**config.mk**
```make
export PLATFORM = sky130hd
export DESIGN_NAME = cla_slice_sequencer
export DESIGN_NICKNAME = d
export VERILOG_FILES = /design/src/rtl/cla_slice_sequencer_pkg.sv /design/src/rtl/ahead_adder.sv /design/src/rtl/cla_slice_sequencer.sv
export SDC_FILE = /design/constraint.sdc
export NUM_CORES = 1
export LEC_CHECK = 0
export BUFFER_PORTS_ARGS = -buffer_cell sky130_fd_sc_hd__buf_2
export CELL_PAD_IN_SITES_DETAIL_PLACEMENT = 2
export CELL_PAD_IN_SITES_GLOBAL_PLACEMENT = 2
export CORE_MARGIN = 3
export CORE_UTILIZATION = 28
export DETAILED_ROUTE_END_ITERATION = 12
export PLACE_DENSITY = 0.63
export SYNTH_ARGS = -nofsm -noshare
export SYNTH_HDL_FRONTEND = slang
export SYNTH_SLANG_ARGS = --single-unit
```
**constraint.sdc**
```tcl
create_clock -name clk -period 4.6 [get_ports clk]
set_clock_uncertainty 0.1 [all_clocks]
set_input_delay 0.92 -clock clk [delete_from_list [all_inputs] [get_ports clk]]
set_output_delay 0.92 -clock clk [all_outputs]
set_load 0.02 [all_outputs]
```
**src/rtl/cla_slice_sequencer_pkg.sv**
```systemverilog
// -----------------------------------------------------------------------------
// cla_slice_sequencer_pkg
//   Shared sizing constants and state encoding for the slice-serial adder
//   sequencers. Other sequencers import the same state type so their state
//   registers decode identically in waveforms and in the FMA control logic.
//
//   DEF_ADDER_WIDTH   : default total operand / sum width
//   DEF_CLA_GRP_WIDTH : default width of one carry-lookahead group
//   DEF_NUM_GRP       : slices per operation for the default sizing
//   seq_state_t       : IDLE=0, RUN=1, DONE=2
// -----------------------------------------------------------------------------
package cla_slice_sequencer_pkg;

   localparam int DEF_ADDER_WIDTH   = 16;
   localparam int DEF_CLA_GRP_WIDTH = 4;
   localparam int DEF_NUM_GRP       = DEF_ADDER_WIDTH / DEF_CLA_GRP_WIDTH;

   typedef enum logic [1:0] {
      IDLE = 2'd0,
      RUN  = 2'd1,
      DONE = 2'd2
   } seq_state_t;

endpackage

```
**src/rtl/ahead_adder.sv**
```systemverilog
// -----------------------------------------------------------------------------
// ahead_adder
//   One carry-lookahead group. Every internal carry is formed directly from
//   the generate/propagate terms and the group carry-in (sum-of-products),
//   so no carry ripples bit-to-bit inside the group.
//
//   a, b : WIDTH-bit operands
//   cin  : group carry-in
//   s    : WIDTH-bit group sum
//   cout : group carry-out
// -----------------------------------------------------------------------------
module ahead_adder #(
   parameter int WIDTH = 4
) (
   input  logic [WIDTH-1:0] a,
   input  logic [WIDTH-1:0] b,
   input  logic             cin,
   output logic [WIDTH-1:0] s,
   output logic             cout
);

   logic [WIDTH-1:0] g;
   logic [WIDTH-1:0] p;
   logic [WIDTH:0]   c;
   logic             chain;

   assign g = a & b;
   assign p = a ^ b;

   // c[i+1] = g[i] | p[i]g[i-1] | p[i]p[i-1]g[i-2] | ... | p[i..0]cin
   always_comb begin
      // NOTE: every variable written here gets a default first so no path
      // leaves it unassigned, which would otherwise infer a latch.
      c     = '0;
      chain = 1'b0;
      c[0]  = cin;
      for (int i = 0; i < WIDTH; i++) begin
         c[i+1] = g[i];
         chain  = p[i];
         for (int j = i - 1; j >= 0; j--) begin
            c[i+1] = c[i+1] | (chain & g[j]);
            chain  = chain & p[j];
         end
         c[i+1] = c[i+1] | (chain & cin);
      end
   end

   assign s    = p ^ c[WIDTH-1:0];
   assign cout = c[WIDTH];

endmodule

```
**src/rtl/cla_slice_sequencer.sv**
```systemverilog
// -----------------------------------------------------------------------------
// cla_slice_sequencer
//   Computes {cout,sum} = in1 + in2 + effectiveOp with a single time-shared
//   CLA_GRP_WIDTH-bit ahead_adder, one slice per clock, LSB slice first.
//   The inter-slice carry is held in a register between slices.
//
//   clk         : clock, rising edge
//   rst_n       : asynchronous active-low reset
//   in_valid    : operand request
//   in_ready    : high in IDLE only
//   in1, in2    : ADDER_WIDTH-bit operands
//   effectiveOp : carry-in to slice 0
//   out_valid   : high in DONE only
//   out_ready   : consumer takes the result
//   sum         : registered ADDER_WIDTH-bit result
//   cout        : registered carry-out of the top slice
//   busy        : high in RUN or DONE
// -----------------------------------------------------------------------------
module cla_slice_sequencer
   import cla_slice_sequencer_pkg::*;
#(
   parameter int ADDER_WIDTH   = DEF_ADDER_WIDTH,
   parameter int CLA_GRP_WIDTH = DEF_CLA_GRP_WIDTH
) (
   input  logic                   clk,
   input  logic                   rst_n,
   input  logic                   in_valid,
   output logic                   in_ready,
   input  logic [ADDER_WIDTH-1:0] in1,
   input  logic [ADDER_WIDTH-1:0] in2,
   input  logic                   effectiveOp,
   output logic                   out_valid,
   input  logic                   out_ready,
   output logic [ADDER_WIDTH-1:0] sum,
   output logic                   cout,
   output logic                   busy
);

   localparam int NUM_GRP = ADDER_WIDTH / CLA_GRP_WIDTH;
   localparam int CNT_W   = $clog2(NUM_GRP);
   localparam logic [CNT_W-1:0] CNT_LAST = CNT_W'(NUM_GRP - 1);

   seq_state_t state;
   seq_state_t state_nxt;

   logic [ADDER_WIDTH-1:0]   op_a;
   logic [ADDER_WIDTH-1:0]   op_b;
   logic [ADDER_WIDTH-1:0]   acc;
   logic                     carry;
   logic                     cout_q;
   logic [CNT_W-1:0]         cnt;
   logic [CLA_GRP_WIDTH-1:0] slice_sum;
   logic                     slice_cout;

   ahead_adder #(
      .WIDTH (CLA_GRP_WIDTH)
   ) u_slice (
      .a    (op_a[CLA_GRP_WIDTH-1:0]),
      .b    (op_b[CLA_GRP_WIDTH-1:0]),
      .cin  (carry),
      .s    (slice_sum),
      .cout (slice_cout)
   );

   // ---------------------------------------------------------------------
   // State register
   // ---------------------------------------------------------------------
   always_ff @(posedge clk or negedge rst_n) begin
      // NOTE: state is updated with non-blocking assignments so every
      // register samples pre-edge values, independent of block order.
      if (!rst_n) state <= IDLE;
      else        state <= state_nxt;
   end

   // ---------------------------------------------------------------------
   // Next state and handshake outputs, decoded purely from state so an
   // output handshake can never coincide with an input accept.
   // ---------------------------------------------------------------------
   always_comb begin
      state_nxt = state;
      in_ready  = 1'b0;
      out_valid = 1'b0;
      busy      = 1'b0;
      unique case (state)
         IDLE: begin
            in_ready = 1'b1;
            if (in_valid) state_nxt = RUN;
         end
         RUN: begin
            busy = 1'b1;
            if (cnt == CNT_LAST) state_nxt = DONE;
         end
         DONE: begin
            busy      = 1'b1;
            out_valid = 1'b1;
            if (out_ready) state_nxt = IDLE;
         end
         default: state_nxt = IDLE;
      endcase
   end

   // ---------------------------------------------------------------------
   // Datapath. The accumulator only moves in RUN, so it is stable in DONE
   // and IDLE and can drive the sum port directly.
   // ---------------------------------------------------------------------
   always_ff @(posedge clk or negedge rst_n) begin
      if (!rst_n) begin
         op_a   <= '0;
         op_b   <= '0;
         acc    <= '0;
         carry  <= 1'b0;
         cout_q <= 1'b0;
         cnt    <= '0;
      end else begin
         unique case (state)
            IDLE: begin
               if (in_valid) begin
                  op_a  <= in1;
                  op_b  <= in2;
                  carry <= effectiveOp;
                  cnt   <= '0;
               end
            end
            RUN: begin
               op_a  <= op_a >> CLA_GRP_WIDTH;
               op_b  <= op_b >> CLA_GRP_WIDTH;
               // Each slice result enters at the top; after NUM_GRP shifts
               // slice 0 has reached the bottom and the sum is aligned.
               acc   <= {slice_sum, acc[ADDER_WIDTH-1:CLA_GRP_WIDTH]};
               carry <= slice_cout;
               if (cnt == CNT_LAST) cout_q <= slice_cout;
               else                 cnt    <= cnt + CNT_W'(1);
            end
            default: ;
         endcase
      end
   end

   assign sum  = acc;
   assign cout = cout_q;

endmodule
```
==> results of run 1 <==
[placed cells by master (no fill, tap or decap), drive strengths merged]
| master | n |
|---|---|
| o221a | 1 |
| a221o | 1 |
| mux2i | 26 |
| dfrtp | 54 |
| o211ai | 1 |
| ha | 10 |
| a31oi | 1 |
| nand2 | 35 |
| nand2b | 9 |
| bufinv | 1 |
| buf | 58 |
| o311ai | 1 |
| nor2 | 3 |
| nor2b | 3 |
| mux2 | 15 |
| a31o | 1 |
| nor3b | 1 |
| nor4bb | 1 |
| a21oi | 5 |
| clkbuf | 6 |
| o22ai | 1 |
| nand3b | 2 |
| fa | 1 |
| a221oi | 3 |
| a211o | 1 |
| xnor2 | 1 |
| o21ai | 34 |
| or3b | 1 |
| nand3 | 1 |
| inv | 12 |
[cell families (layout without fill, tap and decap cells)]
group,count (synthesis),in the layout
AND/OR/NAND/NOR,56,56
flip-flops,54,54
AO/OA/AOI/OAI,50,50
multiplexers,41,41
buffers and inverters,25,77
adder cells (fa/ha/maj),11,11
XOR/XNOR,1,1
[registers in the layout (all words and copies together) (netlist names)]
signal,count
carry,1
cout,1
state,2
cnt,2
op_a,16
sum,16
op_b,16
[routing by layer]
layer	up-vias	part of all wire [%]
li1	917	-
met1	922	49
met2	40	46
met3	6	4.7
met4	0	0.74
met5	-	0
[cell usage after synthesis, types with 2 or more instances]
cell      count
inv_1        11
nand2b_1      9
clkbuf_1      3
o21ai_1      13
mux2i_1      25
nand2_1      35
a221oi_2      2
dfrtp_1      54
ha_1         10
nand3b_1      2
buf_2         6
a21oi_1       5
nor2b_1       3
nor2_1        3
o21ai_0      21
mux2_2       15
buf_6         4
[power by group through the flow]
stage	clock (W)	combinational [W]	sequential [W]
floorplan	0	0.000882	0.000922
global placement	0	0.00119	0.000862
detailed placement	0	0.00124	0.000873
CTS	0.000357	0.00124	0.000864
global route	0.000379	0.00138	0.000894
finish	0.000341	0.00121	0.000856
[cell type report]
cell class                      instances  area, um^2  area share [%]
Tap cell                              108       135.1           4.334
Multi-Input combinational cell        159        1174           37.64
Sequential cell                        54        1351           43.34
Clock inverter                          2       38.79           1.244
Timing Repair Buffer                   58       295.3           9.470
Inverter                               11       41.29           1.324
Clock buffer                            6       82.58           2.648
[through the flow]
step,hold WS [ns],total power (W),instances,cell area [um^2]
finish,0.2941,0.002407,398,3118
global route,0.2819,0.002649,398,3118
CTS,0.2851,0.002463,398,3118
detailed placement,0.3784,0.002109,390,2997
global placement,0.3607,0.002052,390,2997
floorplan,0.3484,0.001804,238,2639
[final timing paths]
check                      startpoint  endpoint  slack [ns]  depth (start not counted)
min                             rst_n      cout        0.29                          1
min in group clk             op_a[12]  op_a[12]        0.39                          2
min reg2reg                  op_a[12]  op_a[12]        0.39                          2
max reg2reg                  state[1]     carry        2.28                          6
max                          state[1]  in_ready        2.11                          3
max in group asynchronous       rst_n   op_a[3]        3.23                          2
[worst reg2reg max path, stage by stage, from the launching register on]
cell      delay (ns)
dfrtp_1         0.41
inv_1           0.17
ha_4            0.75
mux2i_4         0.13
buf_4           0.35
nor2b_1         0.24
a221oi_2        0.07
==> impl_metrics.env, run 1 <==
export IMPL_required_ns=3.58
export IMPL_cts_sinks=54
export IMPL_synth_top_area_share_pct=51.21
export IMPL_path_max_fanout=7
export IMPL_start_util_pct=29.54
export IMPL_syn_to_final_growth_pct=18.16
export IMPL_fill_cells=1008
export IMPL_routabilityCongestion=0.6843
export IMPL_critPathTopFamily="flip-flops"
export IMPL_clockBufferDepth=2
export IMPL_ctsHtreeMaxLevel=2
export IMPL_final_setup_worst_slack_ns=2.115
export IMPL_synth_top_family_by_area="multiplexers"
export IMPL_path_clk_slew_ns=0.11
export IMPL_cts_tree="done"
export IMPL_finalSetupViolations=0
export IMPL_grt_pass1_wl_mm=9.894
export IMPL_synth_simple_area_share_pct=10.00
export IMPL_synth_compound_area_share_pct=11.43
export IMPL_async_flop_share_pct=100.0
export IMPL_synth_seq_area_share_pct=51.21
export IMPL_final_util_pct=34.90
export IMPL_initialDrtViolationCount=44
export IMPL_postRouteAntennaNets=0
export IMPL_p_per_area_nw_per_um2=772.0
export IMPL_diodes=0
export IMPL_fmax_mhz=402.4
export IMPL_period_share_pct=54.02
export IMPL_tns_ns=0
export IMPL_synth_fa_ha_area_share_pct=5.500
export IMPL_max_slew_margin_rel_pct=39.14
export IMPL_cts_hold_buf=0
export IMPL_cts_inserted_buffers=5
export IMPL_netSwitchingFraction_pct=41.18
export IMPL_hp_class="in -> async"
export IMPL_postCtsSetupRepairBufs=0
export IMPL_busiest_layer="met2"
export IMPL_p_clk_share_pct=14.1
export IMPL_maxSlewViolCount=0
export IMPL_power_frac_comb_pct=50.3
export IMPL_synth_nets=286
export IMPL_grt_use_total_pct=11.81
export IMPL_pin_count=57
export IMPL_p_switching_w=0.0009911
export IMPL_drv_cap=0
export IMPL_use_met3_pct=2.368
export IMPL_ys_ff_latch=54
export IMPL_synth_area_leader_cell="dfrtp_1"
export IMPL_first_global_vias=2051
export IMPL_die_h_um=103.1
export IMPL_crit_chain="inv_1 > ha_1 > buf_2"
export IMPL_worstSetupStartpointType="flip-flop"
export IMPL_core_area_um2=8934
export IMPL_pre_cts_ws_ns=2.233
export IMPL_hold_viol_final=0
export IMPL_grt_use_met2_pct=18.89
export IMPL_wire_per_inst_um=14.90
export IMPL_avgSynthCellArea_um2=11.09
export IMPL_grt_max_degree=67
export IMPL_synth_area_leaders="dfrtp_1, mux2i_1, mux2_2, nand2_1, ha_1"
export IMPL_status="finished, final reports clean"
export IMPL_insertion_delay_ns=0.31
export IMPL_rsz0062_at_grt="no"
export IMPL_drcViolationCount=0
export IMPL_synth_edf_count=0
export IMPL_period_needed_ns=2.485
export IMPL_clockRootBuffer="clkbuf_8"
export IMPL_synthMuxAreaShare_pct=16.41
export IMPL_totalWireLength_mm=5.931
export IMPL_portBuffers=56
export IMPL_viasPerCell=4.736
export IMPL_use_met1_pct=16.29
export IMPL_synthFlopType="dfrtp_1"
export IMPL_worstPathArrival_ns=1.47
export IMPL_path_buf_inv=2
export IMPL_syn_area_um2=2639
export IMPL_place_detailed_hpwl_mm=4.100
export IMPL_ir_drop_uv=421.5
export IMPL_crit_path_end_kind="primary output"
export IMPL_num_rows=34
export IMPL_ys_warn_count=0
export IMPL_die_area_um2=10630
export IMPL_p_seq_share_pct=35.6
export IMPL_cp_slowest_stage_delay_ns=0.41
export IMPL_die_w_um=103.1
export IMPL_synth_distinct_cells=34
export IMPL_drive_gt1_share_pct=30.34
export IMPL_synthXorXnorAreaFrac_pct=0.3319
export IMPL_vias=1885
export IMPL_cts_resized=0
export IMPL_power_internal_w=0.001416
export IMPL_syn_inst=238
export IMPL_cp_slowest_cell="dfrtp_1"
export IMPL_path_class="reg -> out"
export IMPL_grt_overflow_total=0
export IMPL_nets=337
export IMPL_antenna_found_initial=0
export IMPL_leakage_nw=1.453
export IMPL_worst_slew_pin_slew_ns=0.9128
export IMPL_first_pass_iters=5
No activity file was read; power rests on OpenSTA's default activity.
==> run 2, diff against run 1 <==
- ABC_AREA: unset -> 1
- PLACE_DENSITY: 0.63 -> 0.69
- clock period: 4.6 -> 2.4 ns (I/O delays scaled with it)
==> impl_metrics.env, run 2 <==
export IMPL_final_cell_area_um2=3042
export IMPL_wire_per_inst_um=14.79
export IMPL_synth_commonest_cells="nand2_1, dfrtp_1, nor2_1, a31oi_1, nand3_1"
export IMPL_grt_use_total_pct=13.85
export IMPL_clockBufferDepth=2
export IMPL_synth_area_leaders="dfrtp_1, nand2_1, a31oi_1, nor2_1, ha_1"
export IMPL_ctsHtreeMaxLevel=2
export IMPL_hp_class="in -> async"
export IMPL_synth_distinct_cells=21
export IMPL_insertion_delay_ns=0.31
export IMPL_ys_ff_latch=54
export IMPL_synth_top_area_share_pct=53.18
export IMPL_fill_cells=1049
export IMPL_crit_path_end_kind="flip-flop"
export IMPL_leakage_nw=1.571
export IMPL_viasPerCell=4.788
export IMPL_ys_warn_count=0
export IMPL_synth_seq_area_share_pct=53.18
export IMPL_synth_edf_count=0
export IMPL_tns_ns=0
export IMPL_nets=405
export IMPL_num_rows=34
export IMPL_grt_max_degree=52
export IMPL_synth_area_leader_cell="dfrtp_1"
export IMPL_maxSlewViolCount=0
export IMPL_route_met3_wl_um=294
export IMPL_wl_met1_mm=3.137
export IMPL_core_area_um2=8763
export IMPL_routabilityCongestion=0.7452
export IMPL_layout_commonest_cell="nand2_1"
export IMPL_diodes=0
export IMPL_totalWireLength_mm=6.893
export IMPL_max_slew_margin_rel_pct=62.66
export IMPL_syn_area_um2=2541
export IMPL_postRouteAntennaNets=0
export IMPL_first_global_vias=2359
export IMPL_postCtsSetupRepairBufs=0
export IMPL_seq_area_um2=1351
export IMPL_status="finished, final reports clean"
export IMPL_pre_cts_ws_ns=0.1794
export IMPL_synthFlopType="dfrtp_1"
export IMPL_initialDrtViolationCount=45
export IMPL_met2_length_mm=3.379
export IMPL_start_util_pct=29.00
export IMPL_drcViolationCount=0
export IMPL_top_layer="met4"
export IMPL_avgSynthCellArea_um2=8.332
export IMPL_place_detailed_hpwl_mm=4.814
export IMPL_pin_count=57
export IMPL_fmax_mhz=476.0
export IMPL_grt_pass1_wl_mm=11.27
export IMPL_final_cell_mix="nand2_1, buf_2, dfrtp_1, nor2_1, a31oi_1"
export IMPL_first_pass_iters=4
export IMPL_worstSetupStartpointType="flip-flop"
export IMPL_syn_inst=305
export IMPL_final_setup_worst_slack_ns=0.2991
export IMPL_cts_hold_buf=0
export IMPL_worstPathArrival_ns=2.20
export IMPL_crit_chain="inv_1 > ha_1 > nand2_1 > o21ai_4 > inv_1 > o21ai_1 > nand2_1"
export IMPL_finalSetupViolations=0
export IMPL_cp_slowest_stage_delay_ns=0.40
export IMPL_syn_to_final_growth_pct=19.69
export IMPL_path_class="reg -> reg"
export IMPL_portBuffers=56
export IMPL_cts_inserted_buffers=5
export IMPL_async_flop_share_pct=100.0
export IMPL_multiInputGateArea_um2=1066
export IMPL_drv_cap=0
export IMPL_clockRootBuffer="clkbuf_8"
export IMPL_critPathTopFamily="buffers and inverters"
export IMPL_path_clk_slew_ns=0.11
export IMPL_p_per_area_nw_per_um2=1518
export IMPL_cts_resized=0
export IMPL_hold_viol_final=0
export IMPL_grt_overflow_total=0
export IMPL_p_total_w=0.004617
export IMPL_path_buf_inv=2
export IMPL_cts_sinks=54
export IMPL_period_share_pct=87.54
export IMPL_die_w_um=101.3
export IMPL_drive_gt1_share_pct=20.39
export IMPL_worst_slew_pin_slew_ns=0.5600
export IMPL_ir_drop_uv=326.1
export IMPL_cts_tree="done"
export IMPL_die_h_um=101.3
export IMPL_vias=2231
export IMPL_path_max_fanout=13
export IMPL_placed_cell_area_um2=2923
export IMPL_cp_slowest_cell="dfrtp_1"
export IMPL_rsz0062_at_grt="no"
export IMPL_antenna_found_initial=0
export IMPL_period_needed_ns=2.101
export IMPL_synth_nets=353
export IMPL_yosysMostFrequentCell="nand2_1"
export IMPL_die_area_um2=10250
export IMPL_required_ns=2.50
## run 2: cell types whose count changed in the layout (fill, tap and decap cells not counted), moves of 15 or more
cell / before / now
nor2_1: 3 / 34
o21ai_0: 21 / 3
mux2i_1: 25 / 0
mux2_2: 15 / 0
a31oi_1: 1 / 25
nand2_1: 35 / 121
## run 2: cell families (layout without fill, tap and decap cells)
group / after synthesis / count (layout) / share of synthesized area [%]
compound gates: 36 / 37 / 8.468
buf+inv: 30 / 82 / 5.514
simple gates: 173 / 173 / 26.78
xor+xnor: 1 / 1 / 0.3447
flops: 54 / 54 / 53.18
fa+ha+maj: 11 / 11 / 5.712
## run 2: path summary, 6_finish.rpt
path | slack (ns) | startpoint | to | depth (start not counted)
worst max-delay path | 0.30 | state[1] | cnt[1] | 7
worst min-delay path | 0.04 | rst_n | state[1] | 1
worst max register to register | 0.30 | state[1] | cnt[1] | 7
worst min register to register | 0.38 | sum[2] | sum[2] | 2
max in group asynchronous | 1.60 | rst_n | op_a[2] | 2
min in group clk | 0.29 | in1[14] | op_a[14] | 3
## run 2: layer usage
| metal | GRT usage, % | vias to the layer above |
|---|---|---|
| met4 | 4.090 | 0 |
| met3 | 2.755 | 9 |
| li1 | - | 1081 |
| met2 | 24.30 | 51 |
| met5 | 0 | - |
| met1 | 17.20 | 1090 |
## run 2: metrics by stage
| step | std cells | hold WS, ns | utilization (%) |
|---|---|---|---|
| floorplan | 305 | 0.08441 | - |
| global placement | 457 | 0.3506 | 33.35 |
| detailed placement | 457 | 0.3574 | 33.35 |
| CTS | 465 | 0.05695 | 34.61 |
| global route | 466 | 0.06679 | 34.71 |
| finish | 466 | 0.03532 | 34.71 |
## run 2: cell type report
cell class	instances	share of cell area, %
sequential	54	44.43
multi-input combinational	222	35.05
timing repair buffer	61	10.86
tap	108	4.443
clock buffer	6	2.386
inverter	13	1.604
clock inverter	2	1.234
## run 2: where the power goes
group | switching (W) | internal, W
sequential | 0.000277 | 0.00136
clock | 0.000307 | 0.000312
combinational | 0.00156 | 0.000803
total | 0.00214 | 0.00247
